**src/rtl/rhd_spi_responder.sv**
```systemverilog
// RHD2000-style SPI slave (one MISO lane): decodes 16-bit command frames and answers two frames later.
// Latency: a CS/SCLK pin edge reaches MISO SYNC_STAGES+1 clk later; results appear on MISO two frames after their command.
// No backpressure: the SPI master owns timing; short frames are dropped with a frame_err pulse.
// Optional feature: define RHD_RESP_MISO_DELAY_EN to add a miso_delay[3:0] input and a 15-deep MISO delay line.
module rhd_spi_responder #(
  parameter int         SYNC_STAGES = 2,
  parameter logic [7:0] CHIP_ID     = 8'd1,
  parameter logic [7:0] NUM_AMPS    = 8'd32
) (
  input  logic        clk,
  input  logic        rstn,
  input  logic        CS,
  input  logic        SCLK,
  input  logic        MOSI,
`ifdef RHD_RESP_MISO_DELAY_EN
  input  logic [3:0]  miso_delay,
`endif
  output logic        MISO,
  output logic        cmd_valid,
  output logic [15:0] cmd_word,
  output logic        frame_err,
  output logic [9:0]  conv_cnt
);

  typedef enum logic [1:0] {ST_IDLE, ST_SHIFT, ST_DONE} state_t;

  logic [SYNC_STAGES-1:0] r_cs_sync;
  logic [SYNC_STAGES-1:0] r_sclk_sync;
  logic [SYNC_STAGES-1:0] r_mosi_sync;
  logic                   r_cs_d;
  logic                   r_sclk_d;

  state_t      r_state;
  logic [4:0]  r_bit_cnt;
  logic [15:0] r_rx_sr;
  logic [14:0] r_tx_sr;
  logic        r_miso;
  logic        r_cmd_vld;
  logic [15:0] r_cmd_word;
  logic        r_frame_err;
  logic [9:0]  r_conv_cnt;
  logic [15:0] r_r1;
  logic [15:0] r_r2;
  logic [7:0]  r_regs [0:17];

  logic        w_cs;
  logic        w_sclk;
  logic        w_mosi;
  logic        w_cs_fall;
  logic        w_cs_rise;
  logic        w_sclk_rise;
  logic        w_sclk_fall;
  logic [5:0]  w_addr;
  logic [7:0]  w_data;
  logic [7:0]  w_rd_val;
  logic [15:0] w_result;
  logic        w_is_conv;
  logic        w_is_clear;
  logic        w_is_write;

  assign w_cs   = r_cs_sync[SYNC_STAGES-1];
  assign w_sclk = r_sclk_sync[SYNC_STAGES-1];
  assign w_mosi = r_mosi_sync[SYNC_STAGES-1];

  assign w_cs_fall   = r_cs_d & ~w_cs;
  assign w_cs_rise   = ~r_cs_d & w_cs;
  assign w_sclk_rise = ~r_sclk_d & w_sclk;
  assign w_sclk_fall = r_sclk_d & ~w_sclk;

  assign w_addr = r_rx_sr[13:8];
  assign w_data = r_rx_sr[7:0];

  // Synchronise pins and keep last synced CS/SCLK for edge detection.
  // CS chain resets low so a CS already low when reset releases is not mistaken for a fresh fall.
  always_ff @(posedge clk or negedge rstn) begin
    if (!rstn) begin
      r_cs_sync   <= '0;
      r_sclk_sync <= '0;
      r_mosi_sync <= '0;
      r_cs_d      <= 1'b0;
      r_sclk_d    <= 1'b0;
    end else begin
      r_cs_sync   <= {r_cs_sync[SYNC_STAGES-2:0], CS};
      r_sclk_sync <= {r_sclk_sync[SYNC_STAGES-2:0], SCLK};
      r_mosi_sync <= {r_mosi_sync[SYNC_STAGES-2:0], MOSI};
      r_cs_d      <= w_cs;
      r_sclk_d    <= w_sclk;
    end
  end

  // Register-read mux: writable bank, then the read-only ID/ROM area.
  always_comb begin
    w_rd_val = 8'h00;
    if (w_addr <= 6'd17) begin
      w_rd_val = r_regs[w_addr[4:0]];
    end else begin
      case (w_addr)
        6'd40:   w_rd_val = 8'h49;
        6'd41:   w_rd_val = 8'h4E;
        6'd42:   w_rd_val = 8'h54;
        6'd43:   w_rd_val = 8'h41;
        6'd44:   w_rd_val = 8'h4E;
        6'd59:   w_rd_val = 8'h53;
        6'd60:   w_rd_val = 8'h01;
        6'd61:   w_rd_val = 8'h01;
        6'd62:   w_rd_val = NUM_AMPS;
        6'd63:   w_rd_val = CHIP_ID;
        default: w_rd_val = 8'h00;
      endcase
    end
  end

  // Command decode; CALIBRATE and every other 01xxxxxx frame simply answer zero.
  always_comb begin
    w_result   = 16'h0000;
    w_is_conv  = 1'b0;
    w_is_clear = 1'b0;
    w_is_write = 1'b0;
    case (r_rx_sr[15:14])
      2'b00: begin
        w_is_conv = 1'b1;
        w_result  = {w_addr, r_conv_cnt};
      end
      2'b01: w_is_clear = (r_rx_sr == 16'h6A00);
      2'b10: begin
        w_is_write = 1'b1;
        w_result   = {8'hFF, w_data};
      end
      default: w_result = {8'h00, w_rd_val};
    endcase
  end

  // Frame FSM: shift in on SCLK rise, shift out on SCLK fall, commit the command on CS rise.
  always_ff @(posedge clk or negedge rstn) begin
    if (!rstn) begin
      r_state     <= ST_IDLE;
      r_bit_cnt   <= 5'd0;
      r_rx_sr     <= 16'h0000;
      r_tx_sr     <= 15'h0000;
      r_miso      <= 1'b0;
      r_cmd_vld   <= 1'b0;
      r_cmd_word  <= 16'h0000;
      r_frame_err <= 1'b0;
      r_conv_cnt  <= 10'd0;
      r_r1        <= 16'h0000;
      r_r2        <= 16'h0000;
      for (int i = 0; i < 18; i++) r_regs[i] <= 8'h00;
    end else begin
      r_cmd_vld   <= 1'b0;
      r_frame_err <= 1'b0;
      case (r_state)
        ST_IDLE: begin
          if (w_cs_fall) begin
            r_tx_sr   <= r_r2[14:0];
            r_miso    <= r_r2[15];
            r_bit_cnt <= 5'd0;
            r_state   <= ST_SHIFT;
          end
        end
        ST_SHIFT: begin
          if (w_cs_rise) begin
            if (r_bit_cnt == 5'd16) begin
              r_r2       <= r_r1;
              r_r1       <= w_result;
              r_cmd_vld  <= 1'b1;
              r_cmd_word <= r_rx_sr;
              if (w_is_conv)  r_conv_cnt <= r_conv_cnt + 10'd1;
              if (w_is_clear) r_conv_cnt <= 10'd0;
              if (w_is_write && (w_addr <= 6'd17)) r_regs[w_addr[4:0]] <= w_data;
            end else begin
              r_frame_err <= 1'b1;
            end
            r_state <= ST_DONE;
          end else begin
            if (w_sclk_rise) begin
              r_rx_sr <= {r_rx_sr[14:0], w_mosi};
              if (r_bit_cnt != 5'd16) r_bit_cnt <= r_bit_cnt + 5'd1;
            end
            // MISO advances only between bits; after the last bit it holds.
            if (w_sclk_fall && (r_bit_cnt >= 5'd1) && (r_bit_cnt <= 5'd15)) begin
              r_miso  <= r_tx_sr[14];
              r_tx_sr <= {r_tx_sr[13:0], 1'b0};
            end
          end
        end
        default: begin
          // DONE lasts one clk, so a CS fall seen here starts the next frame directly.
          if (w_cs_fall) begin
            r_tx_sr   <= r_r2[14:0];
            r_miso    <= r_r2[15];
            r_bit_cnt <= 5'd0;
            r_state   <= ST_SHIFT;
          end else begin
            r_miso  <= 1'b0;
            r_state <= ST_IDLE;
          end
        end
      endcase
    end
  end

`ifdef RHD_RESP_MISO_DELAY_EN
  logic [14:0] r_miso_line;

  // Board/cable delay model: tap 0 is the undelayed MISO register.
  always_ff @(posedge clk or negedge rstn) begin
    if (!rstn) r_miso_line <= 15'h0000;
    else       r_miso_line <= {r_miso_line[13:0], r_miso};
  end

  assign MISO = (miso_delay == 4'd0) ? r_miso : r_miso_line[miso_delay - 4'd1];
`else
  assign MISO = r_miso;
`endif

  assign cmd_valid = r_cmd_vld;
  assign cmd_word  = r_cmd_word;
  assign frame_err = r_frame_err;
  assign conv_cnt  = r_conv_cnt;

endmodule

```
**config.mk**
```make
export PLATFORM = sky130hd
export DESIGN_NAME = rhd_spi_responder
export DESIGN_NICKNAME = d
export VERILOG_FILES = /design/src/rtl/rhd_spi_responder.sv
export SDC_FILE = /design/constraint.sdc
export NUM_CORES = 1
export LEC_CHECK = 0
export BUFFER_PORTS_ARGS = -buffer_cell sky130_fd_sc_hd__clkbuf_2
export CORE_MARGIN = 2
export CORE_UTILIZATION = 35
export DETAILED_ROUTE_END_ITERATION = 7
export SETUP_SLACK_MARGIN = 0.5
export SYNTH_ARGS = -nofsm -noshare
export SYNTH_HDL_FRONTEND = slang
export SYNTH_SLANG_ARGS = --single-unit
```
**constraint.sdc**
```tcl
create_clock -name clk -period 2.8 [get_ports clk]
set_clock_uncertainty 0.15 [all_clocks]
set_input_delay 0.42 -clock clk [delete_from_list [all_inputs] [get_ports clk]]
set_output_delay 0.42 -clock clk [all_outputs]
set_load 0.05 [all_outputs]
```
==> results of run 1 <==
[what timing repair did]
item | CTS | global route
setup buffers | 12 | 17
pin swaps | 8 | 13
resized for setup | 49 | 99
gates cloned | 0 | 1
hold endpoints to repair | 64 | 0
hold buffers | 4 | 0
setup endpoints to repair | 168 | 195
[routing by layer]
metal	GRT usage [%]	up-vias	routed length [um]
li1	-	3740	-
met1	23.63	4192	14010
met2	26.98	188	14200
met3	2.602	53	1178
met4	5.088	0	911
met5	0	-	0
[worst paths after layout]
kind,startpoint,endpoint,cells after the start
hold / removal,r_sclk_sync[0],r_sclk_sync[1],0
setup / recovery,r_rx_sr[10],r_regs[92],5
max in group asynchronous,rstn,r_regs[74],3
setup reg to reg,r_rx_sr[10],r_regs[92],5
min in group asynchronous,rstn,r_cs_sync[0],2
hold reg to reg,r_sclk_sync[0],r_sclk_sync[1],0
[worst register-to-register path, stage by stage, from the launching register on]
cell and delay [ps]:
dfrtp_1 440, or3_4 380, o22a_1 190, or4_4 600, nor2_8 250, mux2_4 330
[registers in the layout, summed over array words and instances (netlist names)]
name	count
r_rx_sr	16
r_sclk_d	1
r_cs_sync	2
r_tx_sr	15
r_state	2
r_mosi_sync	2
r_r1	16
r_sclk_sync	2
r_r2	16
MISO	1
cmd_word	16
frame_err	1
conv_cnt	10
cmd_valid	1
r_cs_d	1
r_bit_cnt	5
r_regs	144
[area by class of cell]
cell class	count	area share, %
clock buffers	39	5.610
clock inverters	11	1.117
inverters	9	0.2558
multi-input cells	672	38.83
flip-flops and latches	251	42.87
well taps	448	3.820
repair buffers	133	7.503
[cells by family (layout without fill, tap and decap cells)]
logic type                 Yosys count  count (layout)  share of synthesized area [%]
AOI/OAI and AO/OA                  105             105                          6.168
xor gates and xnor gates             6               6                         0.4459
adders and majority gates            5               5                         0.5308
buffers and inverters               83             192                          2.919
DFF                                251             251                          53.29
muxes                              233             233                          23.17
and+or+nand+nor                    323             323                          13.47
[where the power goes]
group / total [mW] / switching, mW / internal [mW]
combinational: 0.980 / 0.679 / 0.301
sequential: 3.87 / 0.0915 / 3.78
clock: 3.91 / 1.50 / 2.41
total: 8.76 / 2.27 / 6.49
[stage by stage]
stage               util (%)  cell area, um^2  cells  power [mW]
floorplan                  -            11800   1006       4.406
global placement       38.22            12750   1479       4.811
detailed placement     38.22            12750   1479       4.826
CTS                    42.23            14090   1545       8.793
global route           43.98            14680   1563       9.106
finish                 43.98            14680   1563       8.764
[cells in the final DEF (no fill, tap or decap), types with 4 or more instances in the layout]
| cell | n |
|---|---|
| a21oi_1 | 6 |
| a22oi_1 | 19 |
| a31oi_1 | 18 |
| and3_1 | 7 |
| buf_12 | 7 |
| buf_4 | 73 |
| buf_6 | 12 |
| bufinv_16 | 4 |
| clkbuf_1 | 4 |
| clkbuf_16 | 30 |
| clkbuf_2 | 32 |
| clkbuf_8 | 6 |
| clkinv_2 | 5 |
| dfrtp_1 | 247 |
| dlygate4sd3_1 | 4 |
| ha_1 | 4 |
| inv_1 | 5 |
| mux2_2 | 65 |
| mux2_4 | 96 |
| mux2i_1 | 61 |
| mux4_2 | 11 |
| nand2_1 | 153 |
| nand2b_1 | 8 |
| nand3_1 | 18 |
| nand4_1 | 6 |
| nor2_1 | 55 |
| nor2_2 | 7 |
| nor2b_1 | 6 |
| nor3_1 | 11 |
| nor3_4 | 6 |
| o21ai_0 | 18 |
| o22ai_1 | 4 |
| o31ai_1 | 10 |
| or2_2 | 4 |
| or3_4 | 4 |
| xor2_1 | 6 |
==> flow_summary.toml, run 1 <==
[global_route]
first_global_vias = 8327
antenna_found_initial = 0
grt.total_usage_pct = 16.83
grt_overflow = 0
grt_max_degree = 70
grt_pass1_wl_mm = 47.84

[critical_path]
endpoint_kind = "register"
critPathSlowestCell = "or4_4"
cp_data_required_time_ps = 3070
crit_path_start_kind = "register"
crit_family = "simple AND/OR/NAND/NOR gates"
crit_chain = "or3_4 > o22a_1 > or4_4 > nor2_8 > mux2_4"
r2r_slack_ps = 330
worstPathArrival_ps = 2740
path_class = "register to register"
max_stage_delay_ps = 600
worstPathMaxFanout = 8
path_buf_inv = 0

[synth]
synth_area_leaders = "dfrtp_1 (53%), mux2_2 (14%), mux2i_1 (5.2%)"
syn_nets = 1016
synth_common_cells = "dfrtp_1 (251), nand2_1 (155), mux2_2 (142), mux2i_1 (61), nor2_1 (55)"
ys.flop_type = "dfrtp_1"
ys_seq_area_share_pct = 53.29
yosysUniqueCellTypes = 66
yosysWarnings = 0
synth.top_cell.area_share_pct = 53.29
syn_area_mm2 = 0.01179
netlist_instances = 1006
synth_edf_count = 0
synth_area_leader_cell = "dfrtp_1"
synthArstFlopShare_pct = 100.0
yosysMostFrequentCell = "dfrtp_1"
synth-seq-cells = 251
synth_area_per_cell_um2 = 11.72

[worst_hold_path]
worst_hold_path_type = "register to register"

[floorplan]
core_area_mm2 = 0.03336
die_y_um = 187.5
dieArea_mm2 = 0.03516
ios = 34
row_count = 67
initial_core_util_pct = 35.33
die_w_um = 187.5

[sta]
max_freq_mhz = 405.0
rsz0062_at_grt = "true"
relSlewSlack_pct = 60.86
hold_viol = 0
setup_violations = 0
slew_violations = 0
layout_min_cycle_time_ps = 2469
final.setup.tns_ps = 0
whs_ps = 208.5
worst_pin_slew_ps = 587.1
final.period_utilization_pct = 88.18
layout_setup_ws_ps = 330.9

[clock_network]
path_clk_slew_ps = 60
clockBufferDepth = 3
cts_tree = "yes"
cts.sinks = 251
cts_made_buffers = 28
insertion_delay_ps = 550
clock-root-buffer = "clkbuf_16"
cts-htree-levels = 1

[placed_design]
dp_hpwl_mm = 19.04
post-place-ws_ps = 277.5
gp_congestion = 0.8955
portBuffers = 33

[power]
p_per_area_mw_per_mm2 = 597.2
irDropWorstVdd_uv = 372.9
leakagePower_nw = 6.758

[route]
via_per_inst = 5.229
wl_mm = 30.30
drt_iter0_drc = 722
drcViolationCount = 0
vias = 8173
drtPass1Iterations = 8
wl_per_cell_um = 19.38
drtAntennaViolNets = 0

[final_layout]
n_antenna_cell = 0
fill_cells = 3147
register_area_mm2 = 0.006291
finalNetCount = 1105
multiInputGateArea_mm2 = 0.005698
final_layout_size_suffix_gt1_share_pct = 36.77
area_growth_pct = 24.51

[flow_run]
maxCapViolCount = 0

[outcome]
status = "finished, final reports clean"
No activity file was read; power rests on OpenSTA's default activity.
==> run 2, diff against run 1 <==
MAX_ROUTING_LAYER = met4   (was unset)
==> flow_summary.toml, run 2 (synthesis gave the netlist of run 1 again) <==
[outcome]
status = "finished, final reports clean"

[final_layout]
top_register = "r_regs"
final_common_cell = "dfrtp_1"
finalNetCount = 1107
n_antenna_cell = 0
final_layout_size_suffix_gt1_share_pct = 36.62
layout_common_cells = "dfrtp_1 (247), nand2_1 (153), mux2_2 (102)"
area_growth_pct = 22.93
largest_reg_flops = 144
fin_util_pct = 43.43
fill_cells = 3171

[sta]
final.period_utilization_pct = 88.12
hold_viol = 0
slew_violations = 0
max_freq_mhz = 405.3
layout_min_cycle_time_ps = 2467
relSlewSlack_pct = 60.84
setup_violations = 0
worst_pin_slew_ps = 587.3
rsz0062_at_grt = "true"
final.setup.tns_ps = 0

[clock_network]
cts.sinks = 251
cts-htree-levels = 1
path_clk_slew_ps = 60
cts_made_buffers = 28
cts_tree = "yes"
clockBufferDepth = 3
insertion_delay_ps = 550
clock-root-buffer = "clkbuf_16"

[placed_design]
gp_congestion = 0.9107
dp_hpwl_mm = 19.04
portBuffers = 33

[route]
drt_iter0_drc = 761
via_per_inst = 5.188
drtPass1Iterations = 5
vias = 8119
drcViolationCount = 0
wl_per_cell_um = 19.15
wl_mm = 29.98
drtAntennaViolNets = 0

[power]
power_frac_seq_pct = 44.3
clockPowerShare_pct = 44.7
irDropWorstVdd_uv = 386.5
p_switching_mw = 2.258
p_per_area_mw_per_mm2 = 603.1
leakagePower_nw = 6.736
pwr-share-comb_pct = 11.0
switching_share_pct = 25.84
p_int_mw = 6.481

[global_route]
grt_max_degree = 70
first_global_vias = 8307
grt_overflow = 0
grt_pass1_wl_mm = 47.92
grt.total_usage_pct = 17.38
antenna_found_initial = 0

[floorplan]
core_area_mm2 = 0.03336
die_y_um = 187.5
die_w_um = 187.5
initial_core_util_pct = 35.33
dieArea_mm2 = 0.03516
row_count = 67
ios = 34

[critical_path]
r2r-end = "r_regs[90]"
timing.rr.start = "r_rx_sr[10]"
crit_path_start_kind = "register"
worstPathMaxFanout = 8
endpoint_kind = "register"
r2r_slack_ps = 330
cp_data_required_time_ps = 3070
r2r_cells = 5
path_class = "register to register"
worstPathArrival_ps = 2740

[worst_hold_path]
hold_start = "r_sclk_sync[0]"
hold_depth = 0
hold_path_end = "r_sclk_sync[1]"
worst_hold_path_type = "register to register"

[flow_run]
maxCapViolCount = 0
-- run 2: layer usage --
| layer | global-route usage [%] | up-vias | routed length [um] | part of all wire (%) |
|---|---|---|---|---|
| met2 | 26.88 | 172 | 13960 | 47 |
| met4 | 5.179 | 0 | 967 | 3.2 |
| li1 | - | 3743 | - | - |
| met1 | 23.78 | 4146 | 13850 | 46 |
| met3 | 2.602 | 58 | 1202 | 4.0 |
| met5 | - | - | 0 | 0 |
-- run 2: worst max-delay path by stage --
stage,from,to,slack [ps],depth (start not counted)
after floorplan,r_rx_sr[11],r_regs[80],260,8
after global placement,r_bit_cnt[0],r_regs[93],300,7
after detailed placement,r_bit_cnt[1],r_regs[95],280,7
after CTS,r_bit_cnt[1],r_regs[90],310,7
after global routing,r_bit_cnt[1],r_regs[92],280,7
final,r_rx_sr[10],r_regs[90],330,5
-- run 2: what timing repair did --
item / 4_1_cts / 5_1_grt
pin swaps: 8 / 7
cloned: 0 / 1
resized for setup: 49 / 54
endpoints found under the hold margin: 64 / 0
setup buffers: 12 / 19
endpoints found under the setup margin: 168 / 195
hold buffers: 4 / 0
-- run 2: critical path, cell delays in order, from the launching register on --
cell and delay (ps):
dfrtp_1 440, or3_4 380, o22a_1 190, or4_4 610
nor2_8 250, mux2_4 330
-- run 2: final cells by class --
cell class                      instances  area, um^2  share of cell area, %
Clock buffer                           39       823.3                  5.682
Clock inverter                         11       163.9                  1.131
Multi-Input combinational cell        672        5517                  38.07
Timing Repair Buffer                  135        1096                  7.565
Tap cell                              448       560.5                  3.869
Inverter                                9       37.54                 0.2591
Sequential cell                       251        6291                  43.42
-- run 2: power groups by stage --
stage	Clock [mW]	Combinational, mW	Sequential (mW)
after CTS	3.98	0.938	3.87
final	3.90	0.961	3.87
after global routing	4.14	1.05	3.89
after global placement	0	0.871	3.94
after detailed placement	0	0.878	3.95
after floorplan	0	0.453	3.95
-- run 2: per-stage QoR --
| step | instances | worst slack [ps] | area [um^2] | total power [mW] | hold slack, ps |
|---|---|---|---|---|---|
| 6_report | 1565 | 332.6 | 14490 | 8.738 | 207.9 |
| 5_1_grt | 1565 | 277.8 | 14490 | 9.081 | 224.2 |
| 4_1_cts | 1545 | 313.9 | 14090 | 8.793 | 212.4 |
| 3_5_place_dp | 1479 | 277.5 | 12750 | 4.826 | 190.3 |
| 3_3_place_gp | 1479 | 298.5 | 12750 | 4.811 | 186.9 |
| 2_1_floorplan | 1006 | 258.0 | 11800 | 4.406 | -25.59 |
